## config.mk

```make
export PLATFORM = sky130hd
export DESIGN_NAME = mem_port_arbiter
export DESIGN_NICKNAME = d
export VERILOG_FILES = /design/src/rtl/mem_arb_pkg.sv /design/src/rtl/mem_arb_starve_ctr.sv /design/src/rtl/mem_port_arbiter.sv
export SDC_FILE = /design/constraint.sdc
export NUM_CORES = 1
export LEC_CHECK = 0
export CORE_AREA = 5 5 104 106
export CTS_CLUSTER_SIZE = 20
export DETAILED_ROUTE_END_ITERATION = 10
export DIE_AREA = 0 0 109 111
export PLACE_DENSITY_LB_ADDON = 0.05
export SETUP_SLACK_MARGIN = 0.05
export SLEW_MARGIN = 20
export SYNTH_ARGS = -nofsm -noshare
export SYNTH_HDL_FRONTEND = slang
export SYNTH_SLANG_ARGS = --single-unit
```

## constraint.sdc

```tcl
create_clock -name clk -period 4.85 [get_ports clk]
set_clock_uncertainty 0.15 [all_clocks]
set_input_delay 1.455 -clock clk [delete_from_list [all_inputs] [get_ports clk]]
set_output_delay 1.455 -clock clk [all_outputs]
set_load 0.05 [all_outputs]
```

## src/rtl/mem_arb_pkg.sv

```systemverilog
// Shared types and constants for the unified-memory port arbiter.
package mem_arb_pkg;

    localparam int unsigned STARVE_CNT_W = 4;

    // Owner of the read response returning from memory this cycle.
    typedef enum logic [1:0] {
        RESP_NONE  = 2'd0,
        RESP_FETCH = 2'd1,
        RESP_DATA  = 2'd2
    } resp_owner_t;

endpackage

```

## src/rtl/mem_arb_starve_ctr.sv

```systemverilog
// Counts consecutive denied fetch cycles and raises force_fetch_c once the
// limit is reached, so fetch cannot be starved by a stream of data accesses.
module mem_arb_starve_ctr
    import mem_arb_pkg::*;
#(
    parameter int unsigned MAX_STARVE = 4
) (
    input  logic clk,
    input  logic reset,
    input  logic fetch_req,
    input  logic fetch_gnt,
    output logic force_fetch_c
);

    localparam logic [STARVE_CNT_W-1:0] MAX_CNT = STARVE_CNT_W'(MAX_STARVE);

    logic [STARVE_CNT_W-1:0] starve_cnt_q;
    logic [STARVE_CNT_W-1:0] starve_cnt_d;

    // Saturating count of denied fetch cycles; any grant or idle fetch clears it.
    always_comb begin
        starve_cnt_d = starve_cnt_q;
        if (!fetch_req || fetch_gnt) begin
            starve_cnt_d = '0;
        end else if (starve_cnt_q != MAX_CNT) begin
            starve_cnt_d = starve_cnt_q + STARVE_CNT_W'(1);
        end
    end

    // Counter register with synchronous active-low reset.
    always_ff @(posedge clk) begin
        if (!reset) begin
            starve_cnt_q <= '0;
        end else begin
            starve_cnt_q <= starve_cnt_d;
        end
    end

    assign force_fetch_c = (starve_cnt_q == MAX_CNT);

endmodule

```

## src/rtl/mem_port_arbiter.sv

```systemverilog
// Arbitrates one single-ported pipelined memory between the fetch port and
// the load/store port. Grants are combinational; read data returns one cycle
// after the grant to whichever port owned the access.
module mem_port_arbiter
    import mem_arb_pkg::*;
#(
    parameter int unsigned ADR_W      = 32,
    parameter int unsigned WORD_W     = 32,
    parameter int unsigned MAX_STARVE = 4
) (
    input  logic                  clk,
    input  logic                  reset,
    input  logic                  fetch_req,
    input  logic [ADR_W-1:0]      fetch_adr,
    input  logic                  fetch_kill,
    output logic                  fetch_gnt,
    output logic                  fetch_rvalid,
    output logic [WORD_W-1:0]     fetch_rdata,
    input  logic                  data_req,
    input  logic                  data_we,
    input  logic [ADR_W-1:0]      data_adr,
    input  logic [WORD_W-1:0]     data_wdata,
    input  logic [(WORD_W/8)-1:0] data_wmask,
    output logic                  data_gnt,
    output logic                  data_rvalid,
    output logic [WORD_W-1:0]     data_rdata,
    output logic                  mem_en,
    output logic                  mem_we,
    output logic [ADR_W-1:0]      mem_adr,
    output logic [WORD_W-1:0]     mem_wdata,
    output logic [(WORD_W/8)-1:0] mem_wmask,
    input  logic [WORD_W-1:0]     mem_rdata
);

    logic        force_fetch_c;
    resp_owner_t resp_owner_q;
    resp_owner_t resp_owner_d;

    mem_arb_starve_ctr #(
        .MAX_STARVE (MAX_STARVE)
    ) u_starve_ctr (
        .clk           (clk),
        .reset         (reset),
        .fetch_req     (fetch_req),
        .fetch_gnt     (fetch_gnt),
        .force_fetch_c (force_fetch_c)
    );

    // Grant selection: data by default, fetch when alone or starved; none in reset.
    always_comb begin
        fetch_gnt = 1'b0;
        data_gnt  = 1'b0;
        if (reset) begin
            fetch_gnt = fetch_req & (~data_req | force_fetch_c);
            data_gnt  = data_req & ~fetch_gnt;
        end
    end

    // Memory command driven by the granted port; idle memory sees all zeros.
    always_comb begin
        mem_en    = 1'b0;
        mem_we    = 1'b0;
        mem_adr   = '0;
        mem_wdata = '0;
        mem_wmask = '0;
        if (fetch_gnt) begin
            mem_en  = 1'b1;
            mem_adr = fetch_adr;
        end else if (data_gnt) begin
            mem_en    = 1'b1;
            mem_we    = data_we;
            mem_adr   = data_adr;
            mem_wdata = data_wdata;
            mem_wmask = data_we ? data_wmask : '0;
        end
    end

    // Next response owner: only unkilled fetches and loads expect data back.
    always_comb begin
        resp_owner_d = RESP_NONE;
        if (fetch_gnt && !fetch_kill) begin
            resp_owner_d = RESP_FETCH;
        end else if (data_gnt && !data_we) begin
            resp_owner_d = RESP_DATA;
        end
    end

    // Response owner register; reset drops any response in flight.
    always_ff @(posedge clk) begin
        if (!reset) begin
            resp_owner_q <= RESP_NONE;
        end else begin
            resp_owner_q <= resp_owner_d;
        end
    end

    assign fetch_rvalid = (resp_owner_q == RESP_FETCH);
    assign data_rvalid  = (resp_owner_q == RESP_DATA);
    assign fetch_rdata  = fetch_rvalid ? mem_rdata : '0;
    assign data_rdata   = data_rvalid  ? mem_rdata : '0;

endmodule

```

==> out/results.ini <==
[run_status]
status=complete, no violations

[cts]
cts_made_buffers=3
cts.path.max_buffers=2
tritoncts=built
postCtsHoldBufs=0
clkLatencyLatePin_ps=220
clock-sinks=6
post_cts_buffers=0
ctsResizeCount=0
cts_htree_levels=1
path_clk_slew_ps=40
root_buffer=clkbuf_8

[route]
post_drt_via_cell_ratio=4.02
wirelength_um=9940
drt.antenna.violating_nets=0
drc=0
drtIter0Drc=56
wl_per_cell_um=17.2
vias=2324
dr.pass1.iters=4

[floorplanning]
die-area_mm2=0.0121
die_w_um=109
core_area_mm2=0.00968
start_util_pct=13.7
pin_count=276
die_height_um=111
core.rowCount=36

[critical_path]
r2r-start=u_starve_ctr.starve_cnt_q[0]
cp-startpoint=fetch_req
cp.required_ps=3240
crit_arrival_ps=2950
worst-setup-path-type=in -> out
crit_cells=6
worstSetupEndpointType=output pin
cpPeakStageDelay_ps=520
crit_chain=clkdlybuf4s50_1 -> inv_1 -> o211a_2 -> buf_12 -> a22o_1 -> buf_12
startpoint_type=primary input
crit_fanout=67
crit_slowest_cell=clkdlybuf4s50_1
crit_family=buffers and inverters
endpoint=mem_adr[29]
crit_buf_inv=4
rrSetupSlack_ps=3380
cpMostUsedCell=buf_12
r2r_end=resp_owner_q[0]
rr_worst_depth=6

[grt]
grt_usage_pct=15.6
grt_pass1_wl_um=14400
antenna_found_initial=1
use_met1_pct=12.2
met2_usage_pct=31.8
top_usage_layer=met2
overflow=0
grt_pass1_vias=2520
grt_max_degree=68
grtUsageMet3_pct=8.27

[synth]
synth_nets=320
synthAdderAreaFrac_pct=1.89
synthXorXnorAreaFrac_pct=0.661
syn-cell-area_mm2=0.00133
synth_warnings=0
ys_seq_area_share_pct=9.07
synth-compound-area-share_pct=23.1
synthSimpleGateAreaFrac_pct=53.6
ys_ff_latch=6
synth_cell_types=21
synth_mux_area_share_pct=0.755
synthCells=180
synth_top_family_by_area=simple AND/OR/NAND/NOR gates
syn_avg_cell_area_um2=7.36

[sta]
rsz0062_at_grt=no
finalHoldViolations=0
setup_tns_ps=0
worstMarginPinSlew_ps=567
finalCritPeriodShare_pct=93.8
maxSlewViolCount=0
fmax_mhz=220
finalSetupViolCount=0
period_minus_slack_ps=4550
slew_headroom_pct=62.2

[cells_and_area]
area_delta_synth_final_pct=269
drive_gt1_share_pct=21.1
layout_common_cells=clkdlybuf4s50_1, and2_1, buf_12
num_antenna_cells=0
finalNetCount=587
final_common_cell=clkdlybuf4s50_1

[power_and_ir_drop]
power.leakage_nw=1.99
powerDensity_mw_per_mm2=122
ir_worst_vdd_mv=0.0544
fin_total_pwr_mw=0.599

[worst_hold_path]
min_path_type=reg -> reg

[place]
gp_congestion=0.792
dpl.hpwl_um=9230
portBuffers=275

[flow_run]
drv_cap=0

layer usage:
layer | wire length, µm | vias up
met2 | 5570 | 166
met5 | 7 | -
met3 | 1520 | 16
met1 | 2590 | 1008
met4 | 252 | 2
li1 | - | 1132
where the power goes:
group	switching, mW	internal (mW)
combinational	0.225	0.248
sequential	0.000641	0.0506
clock	0.0218	0.0534
cells in the mapped netlist, drive strengths merged:
library cell   n  area [µm²]
buf           10         101
a22o          32         280
and3           4        25.0
nand2          1        3.75
mux2i          1        10.0
xnor2          1        8.76
nor2b          4        25.0
and2          97         607
nand4          1        6.26
nand3b         1        20.0
clkbuf         7        27.5
ha             2        25.0
nor2           5        18.8
o211a          1        10.0
dfxtp          6         120
a21oi          1        8.76
nand3          1        5.00
o21a           1        7.51
inv            4        15.0
registers in the layout (all words and copies together), names as in the netlist:
name and flops:
resp_owner_q 2, u_starve_ctr.starve_cnt_q 4
cell families after synthesis:
logic type	Yosys count
xor gates and xnor gates	1
and+or+nand+nor	114
buffers and inverters	21
DFF	6
AOI/OAI and AO/OA	35
adders and majority gates	2
muxes	1
worst min path at each step:
stage | startpoint | to | slack [ps] | cells after the start
after floorplan | u_starve_ctr.starve_cnt_q[0] | u_starve_ctr.starve_cnt_q[0] | 280 | 1
after global placement | u_starve_ctr.starve_cnt_q[0] | u_starve_ctr.starve_cnt_q[0] | 300 | 1
after detailed placement | u_starve_ctr.starve_cnt_q[0] | u_starve_ctr.starve_cnt_q[0] | 310 | 1
after CTS | u_starve_ctr.starve_cnt_q[0] | u_starve_ctr.starve_cnt_q[0] | 320 | 1
after global routing | u_starve_ctr.starve_cnt_q[0] | u_starve_ctr.starve_cnt_q[0] | 370 | 1
final | u_starve_ctr.starve_cnt_q[0] | u_starve_ctr.starve_cnt_q[0] | 320 | 1
area by class of cell:
class                      instances  area (µm²)
fill                             895        4790
timing repair buffer             279        3490
multi-input combinational        153        1060
tap                              133         166
sequential                         6         120
clock buffer                       3        41.3
inverter                           4        15.0
stage by stage:
| stage | instance area [µm²] | hold WS, ps | worst slack [ps] | cells | utilization, % |
|---|---|---|---|---|---|
| 2_1_floorplan | 1330 | 280 | 776 | 180 | - |
| 3_3_place_gp | 4850 | 299 | 301 | 575 | 50.1 |
| 3_5_place_dp | 4850 | 306 | 292 | 575 | 50.1 |
| 4_1_cts | 4890 | 315 | 292 | 578 | 50.5 |
| 5_1_grt | 4890 | 371 | 215 | 578 | 50.5 |
| 6_report | 4890 | 316 | 300 | 578 | 50.5 |
worst register-to-register path: stages (launching register included):
cell and delay, ps:
dfxtp_1 330, inv_1 60, ha_1 210, nand3b_4 110
a21oi_2 190, buf_12 220, nor2b_1 150
No activity file was read; power rests on OpenSTA's default activity.
